$ cat config.mk
export PLATFORM = sky130hd
export DESIGN_NAME = rom_loader
export DESIGN_NICKNAME = d
export VERILOG_FILES = /design/src/rtl/rom_loader.sv
export SDC_FILE = /design/constraint.sdc
export NUM_CORES = 1
export LEC_CHECK = 0
export BUFFER_PORTS_ARGS = -buffer_cell sky130_fd_sc_hd__buf_2
export CELL_PAD_IN_SITES_DETAIL_PLACEMENT = 0
export CELL_PAD_IN_SITES_GLOBAL_PLACEMENT = 1
export CORE_MARGIN = 2
export CORE_UTILIZATION = 45
export DETAILED_ROUTE_END_ITERATION = 16
export PLACE_DENSITY_LB_ADDON = 0.2
export SLEW_MARGIN = 10
export SYNTH_ARGS = -nofsm -noshare
export SYNTH_HDL_FRONTEND = slang
export SYNTH_SLANG_ARGS = --single-unit
$ cat constraint.sdc
create_clock -name clk -period 4.5 [get_ports clk]
set_clock_uncertainty 0.05 [all_clocks]
set_input_delay 0.45 -clock clk [delete_from_list [all_inputs] [get_ports clk]]
set_output_delay 0.45 -clock clk [all_outputs]
set_load 0.02 [all_outputs]
$ cat src/rtl/rom_loader.sv
// rom_loader: streams a length-prefixed byte image into a ROM array and holds the core in reset until it is loaded.
// Optional checksum byte after the payload is enabled by defining ROM_LOADER_CHECKSUM_EN.
package Constants;
  localparam int ROM_SIZE = 16;
  localparam int BYTE = 8;
endpackage

module rom_loader #(
  parameter int ROM_SIZE = Constants::ROM_SIZE
) (
  input  logic                      clk,
  input  logic                      nrst,
  input  logic                      in_valid,
  input  logic [Constants::BYTE-1:0] in_data,
  output logic                      in_ready,
  output logic [Constants::BYTE-1:0] rom [0:ROM_SIZE-1],
  output logic                      cpu_nrst,
  output logic                      done,
  output logic                      error
);
  localparam int AW = $clog2(ROM_SIZE + 1) < 2 ? 2 : $clog2(ROM_SIZE + 1);
  localparam int IW = ROM_SIZE > 1 ? $clog2(ROM_SIZE) : 1;
`ifdef ROM_LOADER_CHECKSUM_EN
  typedef enum logic [2:0] {LEN, DATA, CHK, DONE, ERR} state_t;
  localparam state_t AFTER = CHK;
`else
  typedef enum logic [2:0] {LEN, DATA, DONE, ERR} state_t;
  localparam state_t AFTER = DONE;
`endif
  state_t state_q, state_d;
  logic [31:0] len_q, len_d;
  logic [AW-1:0] cnt_q, cnt_d;
  logic [7:0] rom_q [0:ROM_SIZE-1];
  logic [7:0] rom_d [0:ROM_SIZE-1];
  logic done_q, done_d, error_q, error_d, cpu_nrst_q, cpu_nrst_d;
`ifdef ROM_LOADER_CHECKSUM_EN
  logic [7:0] sum_q, sum_d;
`endif
  logic xfer;
  logic [31:0] hdr;

  assign in_ready = state_q != DONE && state_q != ERR;
  assign xfer = in_valid & in_ready;
  assign hdr = {len_q[23:0], in_data};
  assign rom = rom_q;
  assign done = done_q;
  assign error = error_q;
  assign cpu_nrst = cpu_nrst_q;

  // Next-state: header shift-in, payload write at the byte counter, optional checksum compare.
  always_comb begin
    state_d = state_q;
    len_d = len_q;
    cnt_d = cnt_q;
    rom_d = rom_q;
`ifdef ROM_LOADER_CHECKSUM_EN
    sum_d = sum_q;
`endif
    if (xfer) begin
      if (state_q == LEN) begin
        len_d = hdr;
        cnt_d = cnt_q + AW'(1);
        if (cnt_q == AW'(3)) begin
          cnt_d = '0;
          state_d = hdr > 32'(ROM_SIZE) ? ERR : hdr == '0 ? AFTER : DATA;
        end
      end else if (state_q == DATA) begin
        rom_d[cnt_q[IW-1:0]] = in_data;
        cnt_d = cnt_q + AW'(1);
`ifdef ROM_LOADER_CHECKSUM_EN
        sum_d = sum_q + in_data;
`endif
        if (32'(cnt_q) == len_q - 32'd1) state_d = AFTER;
      end
`ifdef ROM_LOADER_CHECKSUM_EN
      else if (state_q == CHK) state_d = in_data == sum_q ? DONE : ERR;
`endif
    end
    done_d = state_d == DONE;
    cpu_nrst_d = state_d == DONE;
    error_d = state_d == ERR;
  end

  // State, image and status flops; asynchronous reset discards any partial image.
  always_ff @(posedge clk or negedge nrst) begin
    if (!nrst) begin
      state_q <= LEN;
      len_q <= '0;
      cnt_q <= '0;
      rom_q <= '{default: '0};
      done_q <= 1'b0;
      error_q <= 1'b0;
      cpu_nrst_q <= 1'b0;
`ifdef ROM_LOADER_CHECKSUM_EN
      sum_q <= '0;
`endif
    end else begin
      state_q <= state_d;
      len_q <= len_d;
      cnt_q <= cnt_d;
      rom_q <= rom_d;
      done_q <= done_d;
      error_q <= error_d;
      cpu_nrst_q <= cpu_nrst_d;
`ifdef ROM_LOADER_CHECKSUM_EN
      sum_q <= sum_d;
`endif
    end
  end
endmodule

* Yosys cells after proc, flatten, opt, wreduce, memory -nomap -nowiden
Cells that the tools add are included.
** Word-level totals
- Bits in registers :: 170
- Bits in latches :: 0
- Memory bits (writable) :: 0
- Bits in read-only memories :: 0
- Input bits :: 11
- Output and inout bits :: 132
- Word-level logic and storage cells :: 57
- Memories kept :: 0
** Cells by class
- Add/sub/neg operators :: 2
- Multiply operators :: 0
- Div/mod/pow operators :: 0
- Order comparisons :: 3
- Equal/unequal tests :: 7
- Shifts and indexed selects :: 0
- Multiplexer cells :: 13
- Bitwise gates (word level) :: 3
- Reductions and logical operators :: 8
** Operators with widths (number)
- bitwise mux 128 bit :: 1
- demux 8 bit (select 4 bit) :: 1
- == test 5 x 32 -> 1 bit :: 1
- > comparator 32 x 5 -> 1 bit (second input constant) :: 1
- logical NOT 32 bit :: 1
- subtractor 32 x 1 -> 32 bit (second input constant) :: 1
- two-way mux 3 bit :: 5
- two-way mux 5 bit :: 3
- two-way mux 8 bit :: 1
- == test 3 x 2 -> 1 bit (second input constant) :: 2
- inequality test 3 x 2 -> 1 bit (second input constant) :: 2
- adder 5 x 1 -> 5 bit (second input constant) :: 1
- == test 5 x 2 -> 1 bit (second input constant) :: 1
- greater-or-equal comparator 5 bit (second input constant) :: 1
- < comparator 5 x 1 -> 1 bit (second input constant) :: 1
- NOT 4 -> 5 bit :: 1
- two-way mux 2 bit :: 2
- AND reduction 2 bit :: 2
- == test 3 x 1 -> 1 bit (second input constant) :: 1
- logical NOT 3 bit :: 1
- AND reduction 3 bit :: 1
- logical AND 1 bit :: 2
- nonzero test 2 bit :: 1
- bitwise AND 1 bit :: 1
- NOT 1 bit :: 1

* Longest topological paths before layout
Gate-level depths: netlist of run 1.
- Depth in word-level cells :: 7
- Depth in mapped cells :: 11
- Mapped depth without buffers :: 9

* Least setup slack after synthesis of run 1
No wires, ideal clock.
- Path kind :: register -> register
- From :: reg len_q[0]
- To :: reg error_q (netlist: error)
- Library setup time :: 0.125 ns
- Arrival time :: 2.208 ns
- Data required time :: 4.325 ns
- Path slack :: 2.116 ns
- Cell stages (with the launch flop) :: 11
- Buffers on the path :: 1
- Period minus slack after synthesis :: 2.384 ns
- Cell sequence :: dfrtp_1 -> buf_2 -> inv_1 -> ha_1 -> nor4b_4 -> nand4_2 -> o41ai_1 -> nand4_1 -> a2111oi_2 -> a41oi_2 -> a21boi_1
** Between the ends
- Cells in the longest elaborated chain, start to end :: 7
- Elaborated cells between the ends (all ways) :: 12
- Those cells by class :: add/sub (1); order compare (1); eq/ne (2); mux (7); reduce/logical (1)
** Ends and longest elaborated chain
- start: declaration :: line 31 : logic [31:0] len_q, len_d;
- start signal: assignment :: line 99 : len_q <= len_d;
- subtractor 32 x 1 -> 32 bit or logical NOT 32 bit (tied branches) :: line 73, 65
- == test 5 x 32 -> 1 bit or two-way mux 2 bit (tied branches) :: line 73, 65
- two-way mux 3 bit or two-way mux 2 bit (tied branches) :: line 73, 65
- two-way mux 3 bit (on tied branches) :: line 67, 63
- two-way mux 3 bit * :: line 60 : if (state_q == LEN) begin
- two-way mux 3 bit * :: line 59 : if (xfer) begin
- named net state_d[0] :: line 30 : state_t state_q, state_d;
- == test 3 x 2 -> 1 bit * :: line 81 : error_d = state_d == ERR;
- named net error_d :: line 35 : logic done_q, done_d, error_q, error_d, cpu_nrst_q, cpu_nrst_d;
- end signal: assignment :: line 103 : error_q <= error_d;
- end: declaration :: line 35
The timed path passes the listed nets; every way through them passes the cells marked *.
A chain may end at the register's enable or synchronous reset.

* Final worst setup path of run 1
Same ends and word-level chain as after synthesis.

==> results of run 1 <==
-- cell usage after synthesis, drive strengths merged, types with 2 or more instances --
| master | instances |
|---|---|
| a211oi | 3 |
| ha | 5 |
| dfrtp | 170 |
| xor2 | 2 |
| buf | 13 |
| nand4 | 9 |
| and2 | 3 |
| nor3 | 13 |
| mux2 | 155 |
| nand2b | 2 |
| nand3 | 10 |
| nand2 | 31 |
| a31oi | 5 |
| and4bb | 2 |
| and3 | 4 |
| or2 | 2 |
| nor2b | 4 |
| nand3b | 2 |
| or3 | 4 |
| o31ai | 2 |
| o21ai | 11 |
| or4 | 4 |
| o21a | 3 |
| clkbuf | 25 |
| a21oi | 3 |
| nor2 | 15 |
| a22oi | 2 |
| inv | 8 |
| nor4b | 7 |
| nor4 | 7 |
| xnor2 | 7 |
-- report_power, final --
part | internal [mW] | leakage [nW] | total [mW] | switching [mW]
Clock | 0.755 | 0.267 | 1.34 | 0.587
Sequential | 1.92 | 2.29 | 2.36 | 0.439
Combinational | 0.718 | 2.03 | 1.64 | 0.923
Total | 3.39 | 4.58 | 5.34 | 1.95
-- state kept, by name (all words and copies together), names as in the netlist --
register and cells:
len_q 32, cnt_q 5, rom 128, state_q 3, cpu_nrst 1, error 1
-- final cells by class --
class / count / area share, %
multi-input combinational: 334 / 33.7
clock inverter: 8 / 0.682
tap: 216 / 3.07
sequential: 170 / 48.3
timing repair buffer: 145 / 8.39
inverter: 8 / 0.341
clock buffer: 24 / 5.47
-- cells by family (layout without fill, tap and decap cells) --
kind of cell | after synthesis | count (layout) | share of synthesized area, %
AO/OA/AOI/OAI | 42 | 42 | 4.16
XOR/XNOR | 9 | 9 | 1.06
adder cells (fa/ha/maj) | 5 | 5 | 0.843
buffers and inverters | 46 | 185 | 2.71
flip-flops | 170 | 170 | 57.3
multiplexers | 156 | 156 | 23.7
AND/OR/NAND/NOR | 122 | 122 | 10.2
-- worst reg2reg max path, cell delays in order, from the launching register on --
cell,delay (ns)
dfrtp_1,0.50
inv_1,0.12
ha_1,0.37
nor4b_4,0.31
nand4_2,0.24
o41ai_1,0.52
nand4_1,0.18
a2111oi_2,0.28
a41oi_2,0.19
a21boi_1,0.17
-- per-layer routing --
metal  routed length, um  track usage (%)
met3                1170             6.78
met2                8400             33.1
met4                 301             6.93
met5                   0                0
met1                7710             27.5
-- path summary, 6_finish.rpt --
check	from	endpoint	slack, ns
setup / recovery	len_q[0]	error	1.44
hold / removal	nrst	rom[74]	0.04
setup reg to reg	len_q[0]	error	1.44
hold reg to reg	state_q[2]	state_q[2]	0.36
max in group asynchronous	nrst	rom[46]	3.29
min in group clk	state_q[2]	state_q[2]	0.36
==> reports/metrics.cfg, run 1 <==
[pwr]
leakage_nw=4.58
finalPower_mw=5.34
vdd_drop_max_uv=286
power_density_mw_per_mm2=607

[floorplanning]
rows=46
initial_core_util_pct=46.4
die_x_um=132
coreArea_mm2=0.0160
io_pins=143
fp.dieH_um=132
die-area_mm2=0.0175

[clock_network]
cts_tree=yes
clkTransAtPathRegs_ns=0.07
cts_setup_buffers=0
cts_buffers=17
cts_hold_buf=0
htreeDepth=4
cts-root-buf=clkbuf_16
cts_buffer_depth=2
cts_sinks=170
clock_latency_ns=0.42
post_cts_resized=0

[status]
outcome=finished, final reports clean

[route]
drt.antenna.violating_nets=0
drt_pass1_iterations=4
via_count=4864
first_iter_violations=214
routed_wl_um=17600
drc=0
wire_per_inst_um=19.4
avgViaCountPerCell=5.37

[finish]
ff_latch_area_mm2=0.00425
final_area_mm2=0.00881
diodes=0
fillerInstances=1401
final_cell_mix=dfrtp_1 (170), mux2_2 (155), buf_2 (141)
drive_gt1_share_pct=50.4
multi_input_area_mm2=0.00297
layout_commonest_cell=dfrtp_1
area_growth_syn_to_layout_pct=18.7
layoutNonFillerInstCount=905
nets=692
final_util_pct=55.1

[timing]
hold_viol=0
fin_crit_sh_pct=67.9
fin_tns_setup_ns=0
relSlewSlack_pct=46.3
setup_violations=0
fmax_ghz=0.327
worst_pin_slew_ns=0.806
worst_slack_ns=1.44
min_period_ns=3.06
maxSlewViolCount=0
rsz0062_at_grt=no
holdWs_ns=0.0352

[yosys]
synth_top_area_share_pct=57.3
synth-main-ff-cell=dfrtp_1
synth_edf_count=0
synth_fp_nets=566
syn_area_mm2=0.00742
synth_area_per_cell_um2=13.5
synth-async-reset-ratio_pct=100
yosys.area.top_type=dfrtp_1
seq_area_frac_synth_pct=57.3
ys_ff_latch=170
yosysWarnings=0
synth_area_leaders=dfrtp_1 (57%), mux2_2 (24%), nand2_1 (1.6%)
ys_types=63
synthCells=550

[place]
dp.final_hpwl_um=12200
port_buffers=142
dp_slack_ns=1.49
dp.cells=873
gp_congestion=0.904
place_area_mm2=0.00827

[setup_path]
critPathBufInv=1
max_stage_delay_ns=0.52
critical_path_required_ns=4.75
worstPathArrival_ns=3.31
crit_family=compound AO/OA/AOI/OAI gates
setup.worst_path.start_class=flip-flop
crit_path_end_kind=flip-flop
crit_chain=inv_1 > ha_1 > nor4b_4 > nand4_2 > o41ai_1 > nand4_1 > a2111oi_2 > a41oi_2 > a21boi_1
slowest_stage=o41ai_1
r2r_cells=9
critPathKind=flip-flop to flip-flop
crit_fanout=12
cp.depth=9

[global_route]
grt.total_usage_pct=21.0
antenna_found_initial=0
grt_pass1_vias=5173
grt_start_max_net_pins=91
overflow=0
grt_pass1_wl_um=28600

[min_path]
min_path_type=input port to asynchronous set/reset pin

[run]
cap_violations=0

Power figures use the tool's default switching activity.
==> inputs of run 2 (changes only) <==
Settings changed: CORE_UTILIZATION 45 to 40.
Clock period 4.5 ns to 2.7 ns, I/O delays scaled along.
==> run 2 against run 1 <==
- hold slack better by 0.24 ns
- register-to-register slack worse by 1.3 ns
- sequential power rose by 63%
- critical path depth up 1
- combinational power increased by 79%
- global-route usage down 1.6 points
- maximum frequency is 20% higher
- clock power increased by 84%
- sequential share of layout area is 1.1 points lower
- first-iteration DRC count up 4.2%
- largest power group unchanged
==> reports/metrics.cfg, run 2 (same netlist as run 1, synthesis figures left out) <==
[status]
outcome=finished, final reports clean

[clock_network]
clkTransAtPathRegs_ns=0.06
clock_latency_ns=0.42
htreeDepth=4
cts_setup_buffers=0
cts_sinks=170
cts_tree=yes
cts-root-buf=clkbuf_16
cts_buffers=17
cts_buffer_depth=2

[timing]
maxSlewViolCount=0
setup_violations=0
fin_crit_sh_pct=94.0
worst_pin_slew_ns=0.624
hold_viol=0
fmax_ghz=0.394
rsz0062_at_grt=no
fin_tns_setup_ns=0
min_period_ns=2.54
relSlewSlack_pct=58.4

[finish]
area_growth_syn_to_layout_pct=21.5
nets=705
final_cell_mix=dfrtp_1 (169), mux2_2 (155), buf_2 (141)
drive_gt1_share_pct=52.1
largest_register_ffs=128
layout_commonest_cell=dfrtp_1
diodes=0
final_area_mm2=0.00902

[floorplanning]
die_x_um=140
fp.dieH_um=140
io_pins=143
die-area_mm2=0.0197
coreArea_mm2=0.0181
rows=49
initial_core_util_pct=41.0

[place]
port_buffers=142
place_area_mm2=0.00839
gp_congestion=0.923
dp.final_hpwl_um=12900

[setup_path]
crit_path_end_kind=flip-flop
crit_chain=inv_1 > ha_1 > nor4b_4 > nand4_2 > buf_4 > o21a_1 > a2bb2oi_1 > nor4_2 > a41oi_2 > a21boi_1
setup.worst_path.start_class=flip-flop
critical_path_required_ns=2.95
critPathKind=flip-flop to flip-flop
slowest_stage=dfrtp_2
worstPathArrival_ns=2.79
critPathBufInv=2
crit_fanout=9
max_stage_delay_ns=0.48
crit_family=simple AND/OR/NAND/NOR gates

[pwr]
clockPowerShare_pct=26.8
netSwitchingFraction_pct=35.8
p_seq_share_pct=41.6
switching_power_mw=3.31
p_int_mw=5.93
power_density_mw_per_mm2=1020
leakage_nw=4.68
vdd_drop_max_uv=431
combinationalPowerShare_pct=31.7

[global_route]
overflow=0
grt_pass1_wl_um=29400
antenna_found_initial=0
grt.total_usage_pct=19.3
grt_start_max_net_pins=67
grt_pass1_vias=5262

[min_path]
min_path_type=input port to flip-flop

[route]
drc=0
wire_per_inst_um=19.5
avgViaCountPerCell=5.30
routed_wl_um=18200
drt_pass1_iterations=5
first_iter_violations=223
drt.antenna.violating_nets=0
via_count=4931

[run]
cap_violations=0

==> run 2: power groups by stage <==
stage               Combinational [mW]  Clock [mW]  Sequential [mW]
CTS                               2.94        2.54             3.84
global route                      3.18        2.66             3.95
global placement                  2.91           0             3.85
floorplan                         1.65           0             4.14
detailed placement                2.94           0             3.89
finish                            2.93        2.47             3.84
==> run 2: tightest hold or removal path, cell delays in order <==
cell and delay, ns:
buf_2 0.23, nand2_1 0.10, o21ai_0 0.09
==> run 2: what timing repair did <==
item | 4_1_cts | 5_1_grt
endpoints found under the hold margin | 63 | 0
resized for setup | 0 | 4
setup endpoints to repair | 0 | 3
hold buffers | 1 | 0
==> run 2: path summary, 6_finish.rpt <==
check                                   to       start  slack, ns  cells past startpoint
worst max-delay path                 error    len_q[1]       0.16                     10
worst min-delay path              len_q[0]  in_data[0]       0.27                      3
worst max register to register       error    len_q[1]       0.16                     10
worst min register to register  state_q[2]  state_q[2]       0.36                      0
max in group asynchronous        len_q[29]        nrst       1.44                      3
min in group asynchronous          rom[74]        nrst       0.35                      2
==> run 2: metal layers <==
layer | GRT usage, % | part of all wire, %
met4 | 5.42 | 1.4
met1 | 24.3 | 43
met5 | 0 | 0
met3 | 6.50 | 6.6
met2 | 32.0 | 49
==> run 2: stage by stage <==
| stage | setup slack, ns | cells | power (mW) | hold WS [ns] | util [%] |
|---|---|---|---|---|---|
| final | 0.161 | 931 | 9.25 | 0.271 | 49.9 |
| after detailed placement | 0.0456 | 898 | 6.82 | 0.258 | 46.4 |
| after floorplan | 0.316 | 550 | 5.79 | -0.0756 | - |
| after CTS | 0.0346 | 931 | 9.33 | 0.262 | 49.8 |
| after global placement | 0.164 | 898 | 6.77 | 0.252 | 46.4 |
| after global routing | 0.00496 | 931 | 9.79 | 0.326 | 49.9 |
==> run 2: cell type report <==
type	count	area (um^2)
inverters	8	30.0
clock inverters	11	135
flip-flops and latches	170	4260
multi-input cells	334	2990
repair buffers	158	852
clock buffers	21	470
well taps	229	287
fillers	1585	9060
==> inputs of run 3 (changes only) <==
Settings changed: CAP_MARGIN set to 20, CORE_UTILIZATION 40 to 45, CTS_CLUSTER_DIAMETER set to 30.
Clock period 2.7 ns to 2.9 ns, I/O delays scaled along.
==> run 3 against run 2 <==
- first-iteration DRC count up 39%
- sequential share of layout area up 0.38 points
- core utilization up 6.0 points
- final cell count down 1.5%
- combinational power down 8.9%
- global-route usage up 2.4 points
- die area down 11%
- critical path type unchanged
==> reports/metrics.cfg, run 3 (same netlist as run 1, synthesis figures left out) <==
[finish]
nets=705
layout_commonest_cell=dfrtp_1
diodes=0
area_growth_syn_to_layout_pct=20.5
drive_gt1_share_pct=51.5
final_area_mm2=0.00895
final_cell_mix=dfrtp_1 (170), mux2_2 (155), buf_2 (141)
layoutNonFillerInstCount=917
largest_register_ffs=128
final_util_pct=55.9
fillerInstances=1424

[clock_network]
cts_setup_buffers=0
cts_tree=yes
cts-root-buf=clkbuf_16
cts_buffer_depth=2
cts_buffers=17
htreeDepth=4
cts_sinks=170
clock_latency_ns=0.43
clkTransAtPathRegs_ns=0.06

[global_route]
grt.total_usage_pct=21.7
overflow=0
grt_pass1_wl_um=29500
antenna_found_initial=0
grt_start_max_net_pins=68
grt_pass1_vias=5212

[timing]
fmax_ghz=0.366
holdWs_ns=0.270
worst_slack_ns=0.169
relSlewSlack_pct=27.1
min_period_ns=2.73
worst_pin_slew_ns=1.08
fin_tns_setup_ns=0
setup_violations=0
fin_crit_sh_pct=94.2
hold_viol=0
maxSlewViolCount=0

[place]
port_buffers=142
dp_slack_ns=0.0928
dp.final_hpwl_um=12700
gp_congestion=0.893
dp.cells=885
place_area_mm2=0.00837

[floorplanning]
die-area_mm2=0.0175
fp.dieH_um=132
initial_core_util_pct=46.4
io_pins=143
coreArea_mm2=0.0160
rows=46
die_x_um=132

[pwr]
p_int_mw=5.37
power_density_mw_per_mm2=945
p_seq_share_pct=42.7
clockPowerShare_pct=25.7
combinationalPowerShare_pct=31.6
vdd_drop_max_uv=478
switching_power_mw=3.09
finalPower_mw=8.46
netSwitchingFraction_pct=36.5
leakage_nw=4.65

[setup_path]
crit_fanout=10
r2r_cells=9
reg2reg_setup_slack_ns=0.17
r2r-start=len_q[0]
critPathKind=flip-flop to flip-flop
setup.worst_path.start_class=flip-flop
critical_path_required_ns=3.16
crit_path_end_kind=flip-flop
r2r_end=error
worstPathArrival_ns=2.99

[route]
drc=0
wire_per_inst_um=20.0
routed_wl_um=18300
drt_pass1_iterations=6
first_iter_violations=310
drt.antenna.violating_nets=0
via_count=4958
avgViaCountPerCell=5.41

[min_path]
worst_hold_startpoint=in_data[5]
whs_endpoint=state_q[1]
holdPathStages=5
min_path_type=input port to flip-flop

[run]
cap_violations=0

[status]
outcome=finished, final reports clean

-- run 3: cell types whose count changed in the layout (fill, tap and decap cells not counted), sizes merged --
cell,before,now
clkbuf,21,22
inv,11,10
bufinv,2,1
-- run 3: layer usage --
metal	vias up	wire length (um)	track usage, %	part of all wire [%]
li1	2243	-	-	-
met1	2539	7960	28.5	43
met2	153	8860	34.9	48
met3	23	1240	6.28	6.8
met4	0	276	6.75	1.5
met5	-	0	0	0
-- run 3: power groups by stage --
stage | Clock, mW | Sequential [mW] | Combinational, mW
6_report | 2.17 | 3.61 | 2.67
5_1_grt | 2.32 | 3.72 | 2.88
4_1_cts | 2.20 | 3.61 | 2.67
3_5_place_dp | 0 | 3.65 | 2.67
3_3_place_gp | 0 | 3.62 | 2.62
2_1_floorplan | 0 | 3.86 | 1.54
-- run 3: worst max-delay path by stage --
stage,startpoint,end,slack [ns],cells past startpoint
global placement,len_q[0],error,0.30,9
CTS,len_q[0],error,0.09,9
detailed placement,len_q[0],error,0.09,9
global route,len_q[0],error,-0.01,9
finish,len_q[0],error,0.17,9
floorplan,len_q[0],error,0.52,10
-- run 3: worst max-delay path, cell delays in order (launching register included) --
cell       delay, ns
dfrtp_1         0.49
inv_1           0.13
ha_1            0.18
nor4b_4         0.23
nand4_2         0.26
o41ai_2         0.42
nand4_1         0.21
a2111oi_2       0.29
a41oi_2         0.19
a21boi_1        0.16
-- run 3: cell type report --
type	count	area (um^2)	area share, %
well taps	216	270	3.02
clock buffers	22	464	5.19
multi-input cells	334	2990	33.4
repair buffers	158	852	9.52
clock inverters	9	90.1	1.01
flip-flops and latches	170	4250	47.5
inverters	8	30.0	0.336
-- run 3: what timing repair did --
item,4_1_cts,5_1_grt
hold endpoints to repair,64,0
setup endpoints to repair,0,2
gates resized for setup,0,2
hold buffers,1,0
